<file path="config.mk">
export PLATFORM = sky130hd
export DESIGN_NAME = ace_snoop_collector
export DESIGN_NICKNAME = d
export VERILOG_FILES = /design/src/rtl/ace_pkg.sv /design/src/rtl/snoop_prio_sel.sv /design/src/rtl/ace_snoop_collector.sv
export SDC_FILE = /design/constraint.sdc
export NUM_CORES = 1
export LEC_CHECK = 0
export ABC_CLOCK_PERIOD_IN_PS = 7000
export BUFFER_PORTS_ARGS = -buffer_cell sky130_fd_sc_hd__buf_4
export CELL_PAD_IN_SITES_DETAIL_PLACEMENT = 1
export CELL_PAD_IN_SITES_GLOBAL_PLACEMENT = 2
export CORE_AREA = 2 2 517 519
export DETAILED_ROUTE_END_ITERATION = 10
export DIE_AREA = 0 0 519 521
export PLACE_DENSITY = 0.34
export SLEW_MARGIN = 10
export SYNTH_ARGS = -nofsm -noshare
export SYNTH_HDL_FRONTEND = slang
export SYNTH_SLANG_ARGS = --single-unit
</file>
<file path="constraint.sdc">
create_clock -name ACLK -period 7 [get_ports ACLK]
set_input_delay 1.75 -clock ACLK [delete_from_list [all_inputs] [get_ports ACLK]]
set_output_delay 1.75 -clock ACLK [all_outputs]
set_load 0.05 [all_outputs]
</file>
<file path="src/rtl/ace_pkg.sv">
// ace_pkg: shared types and constants for the ACE snoop collector.
//   state_t     - collector sequencing states
//   CR_*        - bit positions inside a CRRESP[4:0] field
//   SNOOP_*     - ACSNOOP codes used by requesters
package ace_pkg;

    typedef enum logic [2:0] {
        IDLE = 3'd0,
        AC   = 3'd1,
        CR   = 3'd2,
        CD   = 3'd3,
        RESP = 3'd4
    } state_t;

    localparam int CR_DATA_TRANSFER = 0;
    localparam int CR_ERROR         = 1;
    localparam int CR_PASS_DIRTY    = 2;
    localparam int CR_IS_SHARED     = 3;
    localparam int CR_WAS_UNIQUE    = 4;

    localparam logic [3:0] SNOOP_READ_SHARED   = 4'b0001;
    localparam logic [3:0] SNOOP_READ_UNIQUE   = 4'b0111;
    localparam logic [3:0] SNOOP_CLEAN_INVALID = 4'b1001;

endpackage

</file>
<file path="src/rtl/snoop_prio_sel.sv">
// snoop_prio_sel: lowest-index priority select.
//   valid [N-1:0] in  - candidate mask
//   sel   [N-1:0] out - one-hot of the lowest set bit of valid (0 if none)
//   found         out - valid has at least one bit set
module snoop_prio_sel #(
    parameter int N = 8
) (
    input  logic [N-1:0] valid,
    output logic [N-1:0] sel,
    output logic         found
);

    // Two's complement isolates the lowest set bit.
    assign sel   = valid & (~valid + {{(N-1){1'b0}}, 1'b1});
    assign found = |valid;

endmodule

</file>
<file path="src/rtl/ace_snoop_collector.sv">
// ace_snoop_collector: home-side snoop sequencer.
// Accepts one coherent request, broadcasts it on AC to every master except
// the initiator, collects CR responses, drains CD data from masters that
// signalled DataTransfer and returns one merged response.
//   ACLK, ARESETn            clock, asynchronous active-low reset
//   req_*                    request from initiator (valid/ready)
//   ac_*                     per-master snoop address channel
//   cr_*                     per-master snoop response channel (5 bits each)
//   cd_*                     per-master snoop data channel (one beat per line)
//   rsp_*                    merged response (valid/ready)
module ace_snoop_collector
    import ace_pkg::*;
#(
    parameter int DATA_SIZE   = 128,
    parameter int NUM_MASTERS = 8,
    parameter int ADDR_WIDTH  = 32
) (
    input  logic                            ACLK,
    input  logic                            ARESETn,
    input  logic                            req_valid,
    output logic                            req_ready,
    input  logic [ADDR_WIDTH-1:0]           req_addr,
    input  logic [3:0]                      req_snoop,
    input  logic [NUM_MASTERS-1:0]          req_src,
    output logic [NUM_MASTERS-1:0]          ac_valid,
    input  logic [NUM_MASTERS-1:0]          ac_ready,
    output logic [ADDR_WIDTH-1:0]           ac_addr,
    output logic [3:0]                      ac_snoop,
    input  logic [NUM_MASTERS-1:0]          cr_valid,
    output logic [NUM_MASTERS-1:0]          cr_ready,
    input  logic [5*NUM_MASTERS-1:0]        cr_resp,
    input  logic [NUM_MASTERS-1:0]          cd_valid,
    output logic [NUM_MASTERS-1:0]          cd_ready,
    input  logic [DATA_SIZE*NUM_MASTERS-1:0] cd_data,
    output logic                            rsp_valid,
    input  logic                            rsp_ready,
    output logic                            rsp_hit,
    output logic [NUM_MASTERS-1:0]          rsp_sel,
    output logic [DATA_SIZE-1:0]            rsp_data,
    output logic                            rsp_shared,
    output logic                            rsp_dirty,
    output logic                            rsp_err
);

    state_t                   state_q, state_d;
    logic [NUM_MASTERS-1:0]   ac_pend_q, ac_pend_d;
    logic [NUM_MASTERS-1:0]   cr_pend_q, cr_pend_d;
    logic [NUM_MASTERS-1:0]   cd_pend_q, cd_pend_d;
    logic [ADDR_WIDTH-1:0]    addr_q, addr_d;
    logic [3:0]               snoop_q, snoop_d;
    logic                     shared_q, shared_d;
    logic                     dirty_q, dirty_d;
    logic                     err_q, err_d;
    logic [NUM_MASTERS-1:0]   sel_q, sel_d;
    logic [DATA_SIZE-1:0]     data_q, data_d;

    logic [NUM_MASTERS-1:0]   ac_hs, cr_hs, cd_hs, cr_dt;
    logic [NUM_MASTERS-1:0]   cd_first;
    logic                     cd_found;
    logic [DATA_SIZE-1:0]     cd_first_data;
    logic                     in_resp;

    assign ac_valid  = (state_q == AC) ? ac_pend_q : '0;
    assign cr_ready  = (state_q == CR) ? cr_pend_q : '0;
    assign cd_ready  = (state_q == CD) ? cd_pend_q : '0;
    assign ac_hs     = ac_valid & ac_ready;
    assign cr_hs     = cr_ready & cr_valid;
    assign cd_hs     = cd_ready & cd_valid;
    assign ac_addr   = addr_q;
    assign ac_snoop  = snoop_q;
    assign req_ready = (state_q == IDLE);

    // Response fields are built up during CR/CD; expose them only in RESP.
    assign in_resp    = (state_q == RESP);
    assign rsp_valid  = in_resp;
    assign rsp_sel    = in_resp ? sel_q : '0;
    assign rsp_data   = in_resp ? data_q : '0;
    assign rsp_hit    = in_resp & (|sel_q);
    assign rsp_shared = in_resp & shared_q;
    assign rsp_dirty  = in_resp & dirty_q;
    assign rsp_err    = in_resp & err_q;

    snoop_prio_sel #(.N(NUM_MASTERS)) u_cd_sel (
        .valid (cd_hs),
        .sel   (cd_first),
        .found (cd_found)
    );

    // NOTE: combinational logic uses blocking '=' with every output given a
    // default first, so no latch is inferred; state registers use '<='.
    always_comb begin
        cd_first_data = '0;
        cr_dt         = '0;
        for (int i = 0; i < NUM_MASTERS; i++) begin
            if (cd_first[i]) cd_first_data = cd_first_data | cd_data[i*DATA_SIZE +: DATA_SIZE];
            cr_dt[i] = cr_resp[5*i + CR_DATA_TRANSFER];
        end
    end

    always_comb begin
        state_d   = state_q;
        ac_pend_d = ac_pend_q;
        cr_pend_d = cr_pend_q;
        cd_pend_d = cd_pend_q;
        addr_d    = addr_q;
        snoop_d   = snoop_q;
        shared_d  = shared_q;
        dirty_d   = dirty_q;
        err_d     = err_q;
        sel_d     = sel_q;
        data_d    = data_q;
        unique case (state_q)
            IDLE: if (req_valid) begin
                addr_d    = req_addr;
                snoop_d   = req_snoop;
                ac_pend_d = ~req_src;
                cr_pend_d = '0;
                cd_pend_d = '0;
                shared_d  = 1'b0;
                dirty_d   = 1'b0;
                err_d     = 1'b0;
                sel_d     = '0;
                data_d    = '0;
                state_d   = (~req_src == '0) ? RESP : AC;
            end
            AC: begin
                ac_pend_d = ac_pend_q & ~ac_hs;
                cr_pend_d = cr_pend_q | ac_hs;
                if (ac_pend_d == '0) state_d = CR;
            end
            CR: begin
                cr_pend_d = cr_pend_q & ~cr_hs;
                cd_pend_d = cd_pend_q | (cr_hs & cr_dt);
                for (int i = 0; i < NUM_MASTERS; i++) begin
                    if (cr_hs[i]) begin
                        err_d    = err_d    | cr_resp[5*i + CR_ERROR];
                        dirty_d  = dirty_d  | cr_resp[5*i + CR_PASS_DIRTY];
                        shared_d = shared_d | cr_resp[5*i + CR_IS_SHARED];
                    end
                end
                if (cr_pend_d == '0) state_d = (cd_pend_d != '0) ? CD : RESP;
            end
            CD: begin
                cd_pend_d = cd_pend_q & ~cd_hs;
                // Only the first line to arrive is kept; later beats are drained.
                if (sel_q == '0 && cd_found) begin
                    sel_d  = cd_first;
                    data_d = cd_first_data;
                end
                if (cd_pend_d == '0) state_d = RESP;
            end
            RESP: if (rsp_ready) begin
                state_d  = IDLE;
                shared_d = 1'b0;
                dirty_d  = 1'b0;
                err_d    = 1'b0;
                sel_d    = '0;
                data_d   = '0;
            end
            default: state_d = IDLE;
        endcase
    end

    // NOTE: the captured line is a plain register, not a memory, so it is
    // reset along with the control state; reset mid-transaction drops it.
    always_ff @(posedge ACLK or negedge ARESETn) begin
        if (!ARESETn) begin
            state_q   <= IDLE;
            ac_pend_q <= '0;
            cr_pend_q <= '0;
            cd_pend_q <= '0;
            addr_q    <= '0;
            snoop_q   <= '0;
            shared_q  <= 1'b0;
            dirty_q   <= 1'b0;
            err_q     <= 1'b0;
            sel_q     <= '0;
            data_q    <= '0;
        end else begin
            state_q   <= state_d;
            ac_pend_q <= ac_pend_d;
            cr_pend_q <= cr_pend_d;
            cd_pend_q <= cd_pend_d;
            addr_q    <= addr_d;
            snoop_q   <= snoop_d;
            shared_q  <= shared_d;
            dirty_q   <= dirty_d;
            err_q     <= err_d;
            sel_q     <= sel_d;
            data_q    <= data_d;
        end
    end

endmodule

</file>
# [Word level (Yosys, flattened, before mapping)]
# Index checks and enable logic that the tools add are counted.
[word_totals] input_bits=1136 elab_cells=176 register_bits=202 output_inout_bits=202
[classes] eq_ne=10 muxes=83 bitwise=49 n_reduce_logical=22 add_sub_neg=1
[ops] operator="two-way mux 128 bit" n=12
[ops] operator="bitwise OR 128 bit" n=7
[ops] operator="case mux 128 bit (3 select lines)" n=1
[ops] operator="case mux 8 bit (3 select lines)" n=3
[ops] operator="AND 8 bit" n=8
[ops] operator="two-way mux 8 bit" n=8
[ops] operator="two-way mux 1 bit" n=47
[ops] operator="logical NOT 8 bit" n=5
[ops] operator="NOT 8 bit" n=4
[ops] operator="bitwise OR 1 bit" n=24
[ops] operator="two-way mux 3 bit" n=7
[ops] operator="bitwise OR 8 bit" n=2
[ops] operator="case mux 8 bit (2 select lines)" n=1
[ops] operator="OR reduction 8 bit" n=2
[ops] operator="case mux 3 bit (5 select lines)" n=1
[ops] operator="nonzero test 3 bit" n=4
[ops] operator="case mux 1 bit (3 select lines)" n=3
[ops] operator="adder 8 x 1 -> 8 bit (second input constant)" n=1
[ops] operator="!= test 2 x 1 -> 1 bit (second input constant)" n=4
[ops] operator="AND reduction 2 bit" n=4
[ops] operator="nonzero test 8 bit" n=1
[ops] operator="== test 3 x 2 -> 1 bit (second input constant)" n=2
[ops] operator="AND reduction 5 bit" n=1
[ops] operator="AND 1 bit" n=4
[ops] operator="other kinds (8)" n=9

# [Depth between registers and ports, before layout]
[depth] word_depth=26 mapped_depth=9 depth_no_buf=6

# [By module]
# A second synthesis with hierarchy kept.
[hier_totals] hier_cells=1945 area_unflattened_um2=15024.4
[by_module_without_submodules] module="ace_snoop_collector" instances=1 cells_per_inst=1933 seq_area_each_um2=5054.8 area_each_um2=14928.1
[by_module_without_submodules] module="snoop_prio_sel" instances=1 cells_per_inst=12 seq_area_each_um2=0.0 area_each_um2=96.3

# [Worst setup path after synthesis]
# OpenSTA, ideal clock, no wires.
[synth_timing] path_kind="register -> output" start="register state_q[1]" end="output port cr_ready[6]" t_arrival_ns=2.068 n_path_buf=2 required_ns=5.250 path_stages_with_launch=5 setup_slack_ns=3.182 cell_sequence="dfrtp_1 buf_2 clkbuf_1 nand2_1 nor3_1"
[synth_between] elab_chain_len=2
[synth_rtl] item="start, declared" line_no="ace_snoop_collector.sv:45" text="state_t state_q, state_d;"
[synth_rtl] item="start signal, assigned" line_no="ace_snoop_collector.sv:180" text="state_q <= state_d;"
[synth_rtl] item="== test 3 x 2 -> 1 bit" line_no="ace_snoop_collector.sv:64" text="assign cr_ready = (state_q == CR) ? cr_pend_q : '0;"
[synth_rtl] item="two-way mux 8 bit" line_no="ace_snoop_collector.sv:64"
[synth_rtl] item="end, declared" line_no="ace_snoop_collector.sv:30" text="output logic [NUM_MASTERS-1:0] cr_ready,"
# Every way passes these cells.

# [Worst setup path in the final report]
[layout_timing] start="register state_q[1]" end="output port rsp_data[93]"
[layout_between] elab_chain_len=2
[layout_rtl] item="== test 3 bit" line_no="ace_snoop_collector.sv:74" text="assign in_resp = (state_q == RESP);"
[layout_rtl] item="two-way mux 128 bit" line_no="ace_snoop_collector.sv:77" text="assign rsp_data = in_resp ? data_q : '0;"
[layout_rtl] item="end, declared" line_no="ace_snoop_collector.sv:39" text="output logic [DATA_SIZE-1:0] rsp_data,"
# Every way passes these cells.

==> metrics.md <==
| Metric | Value |
|---|---|
| Outcome | finished, final reports clean |
| Worst Path Required | 5250 ps |
| Worst path depth | 4 |
| Synth warn | 0 |
| Port Buffers | 1329 |
| Via-to-Cell Ratio | 3.52 |
| RR Startpoint | state_q[1]$_DFFE_PN0P_ |
| Period minus WS final | 5060 ps |
| Layout cells sized above 1 | 0.462 |
| Final worst slack | 1940 ps |
| Clock slew at reported path FFs | 50 ps |
| CTS sink count | 202 |
| PostCTS Resize Cnt | 0 |
| DRT iter0 DRCs | 1767 |
| First-pass GRT wire length | 272000 um |
| Detailed Place HPWL | 175000 um |
| Crit path to | rsp_data[93] |
| TritonRoute pass-1 iters | 6 |
| CTS root buf | clkbuf_16 |
| FF-to-FF path depth | 7 |
| DIE HEIGHT | 521 um |
| Clock latency at the later pin of the worst-skew pair | 640 ps |
| Row count | 189 |
| Critical Path Source | state_q[1]$_DFFE_PN0P_ |
| Via count | 23700 |
| Pin count of the biggest net entering global routing | 114 |
| Post-synthesis cell count | 1990 |
| Synth Net Count | 3126 |
| CP Capture Type | output port |
| Placer Congestion | 0.835 |
| Sequential area share after synthesis | 0.316 |
| Static Leak | 0.0134 uW |
| Worst Clk Skew | 27.3 ps |
| Setup TNS Final | 0 ps |
| Final WL | 214000 um |
| Area Growth Syn to Fin | 96.2% |
| Family with the most delay on the worst path | simple AND/OR/NAND/NOR gates |
| Relative slew slack | 0.267 |
| Max VDD drop | 0.160 mV |
| Crit Path Class | reg2out |
| # IOs | 1338 |
| GRT Total Usage | 0.151 |
| CTS Buf Count | 37 |
| Measured slew at the worst slew-check pin | 1100 ps |
| Die Area | 270000 um2 |
| Final-report max-slew violation count | 0 |
| Count of cell types in the netlist | 37 |
| Vias in the first global route | 25500 |
| Gr ovfl total | 0 |
| Cts hold-fix bufs | 0 |
| Internal reg-to-reg setup slack | 2670 ps |
| Initial Utilization | 0.0604 |
| Max-Cap Viols | 0 |
| Core ar. | 264000 um2 |
| Power Dens Cells | 207 nW/um2 |
| Startpoint Class | flop |
| Slowest Stage Delay on Critical Path | 740 ps |
| Final Hold Viols | 0 |
| Slowest library cell on the worst path | nor2_4 |
| Pre-CTS setup slack | 1940 ps |
| RSZ-0062 raised after global routing | false |
| Die X | 519 um |
| Cell Chain, Critical Path | nor2_4, buf_12, and3_1, buf_4 |
| Mean Syn Cell Area | 8.03 um2 |
| DRT antenna net count | 0 |
| # DRC | 0 |
| CTS tree | yes |
| Routed length per instance | 31.7 um |
| Post-CTS setup buffers | 0 |
| CP bufs+invs | 2 |
| Critical Path AT | 3310 ps |
| Period utilization | 0.722 |
| Worst r2r dst | data_q[39]$_DFFE_PN0P_ |
| Min-delay worst type | reg2reg |
| Top achievable clock speed | 0.198 GHz |
| H-tree Lvls | 2 |
| Crit-path max FO | 40 |
| Initial antenna violation count | 83 |
| Mapped Area | 16000 um2 |
| # fillers | 31600 |
| Clock tree buffer depth | 3 |
| Final setup viols | 0 |
| Number of synthesized register bits | 202 |
| Nets | 4290 |
==> how the worst min path moves through the flow <==
stage / from / end / cells past startpoint
final: ac_snoop[3]$_DFFE_PN0P_ / ac_snoop[3]$_DFFE_PN0P_ / 2
after global routing: ac_snoop[3]$_DFFE_PN0P_ / ac_snoop[3]$_DFFE_PN0P_ / 2
after CTS: ac_snoop[3]$_DFFE_PN0P_ / ac_snoop[3]$_DFFE_PN0P_ / 2
after detailed placement: ac_addr[23]$_DFFE_PN0P_ / ac_addr[23]$_DFFE_PN0P_ / 2
after global placement: ac_snoop[3]$_DFFE_PN0P_ / ac_snoop[3]$_DFFE_PN0P_ / 2
after floorplan: sel_q[3]$_DFFE_PN0P_ / sel_q[3]$_DFFE_PN0P_ / 2
==> layer usage <==
layer | track usage | wire length (um) | up-vias
li1 | - | - | 10500
met1 | 0.168 | 81900 | 11900
met2 | 0.278 | 110000 | 1171
met3 | 0.0483 | 17100 | 194
met4 | 0.0296 | 4550 | 26
met5 | 0 | 163 | -
==> layout by cell type, fill, tap and decap left out, types with 4 or more instances in the layout <==
cell,count
buf_12,16
a21oi_1,385
a221o_1,129
clkbuf_16,38
nor2_1,15
and3_1,155
nand4_1,142
clkbuf_8,7
buf_4,1373
a22o_1,139
or4bb_1,6
clkbuf_1,9
and2_1,16
nor3_1,6
o21ai_0,40
nand2_1,152
or4_1,4
a22oi_1,16
a222oi_1,130
dfrtp_1,201
diode_2,27
clkinv_2,4
nand3_1,147
==> through the flow <==
step	total power [uW]	instances	area, um2	utilization	hold WS [ps]
after global routing	6900	6717	31300	0.118	502
final	6510	6740	31400	0.119	481
after floorplan	2860	1990	16000	-	454
after CTS	6730	6713	31300	0.118	485
after global placement	4610	6648	30100	0.114	468
after detailed placement	4610	6648	30100	0.114	469
==> synthesized netlist by cell type (all sizes together) <==
cell type,instances,area share
o31ai,1,0.00047
a211oi,1,0.00047
a222oi,130,0.081
or4,4,0.0019
nand3,149,0.047
o21ai,41,0.013
and3,155,0.061
mux2,3,0.0021
a22oi,18,0.0091
nand3b,2,0.00094
a221o,129,0.081
nor2,18,0.0042
dfrtp,202,0.32
a221oi,3,0.0016
nand4,142,0.056
or4bb,6,0.0042
o22ai,2,0.00078
clkbuf,183,0.043
and2,20,0.0078
nand2,154,0.036
nor3b,2,0.00094
nand4bb,2,0.0014
a22o,139,0.076
nor3,8,0.0025
nor4,1,0.00078
o21a,2,0.00094
a311o,1,0.00063
and3b,1,0.00055
buf,82,0.027
a32o,1,0.00063
inv,2,0.00047
o311ai,1,0.00055
a21oi,385,0.12
==> worst register-to-register path: cells and delay by family, from the launching register on <==
family	cells	cell delay (ps)
and+or+nand+nor	3	1530
AOI/OAI and AO/OA	3	1450
buffers and inverters	1	380
DFF	1	900
==> logic make-up (layout without fill, tap and decap cells) <==
| kind of cell | after synthesis | after routing | synth area share |
|---|---|---|---|
| AOI/OAI and AO/OA | 854 | 854 | 0.387 |
| buffers and inverters | 267 | 1457 | 0.0702 |
| DFF | 202 | 202 | 0.316 |
| muxes | 3 | 3 | 0.00211 |
| other | 0 | 27 | 0 |
| and+or+nand+nor | 664 | 664 | 0.224 |
==> where the power goes <==
group	internal [uW]	switching [uW]	total [uW]
clock network	1180	821	2000
registers	1340	198	1530
logic	901	2070	2970
==> flip-flops by register name (all words and copies together), names as in the netlist <==
name       flops
dirty_q        1
ac_snoop       4
shared_q       1
err_q          1
sel_q          8
state_q        3
cd_pend_q      8
cr_pend_q      8
ac_addr       32
data_q       128
ac_pend_q      8
==> layout make-up <==
class	instances	area, um2	area share
antenna	27	67.6	0.00215
clock buffer	54	1080	0.0345
clock inverter	11	161	0.00515
inverter	2	7.51	0.000239
multi-input combinational	1521	9920	0.316
sequential	202	5060	0.161
tap	3533	4420	0.141
timing repair buffer	1390	10600	0.339
Power figures use the tool's default switching activity.
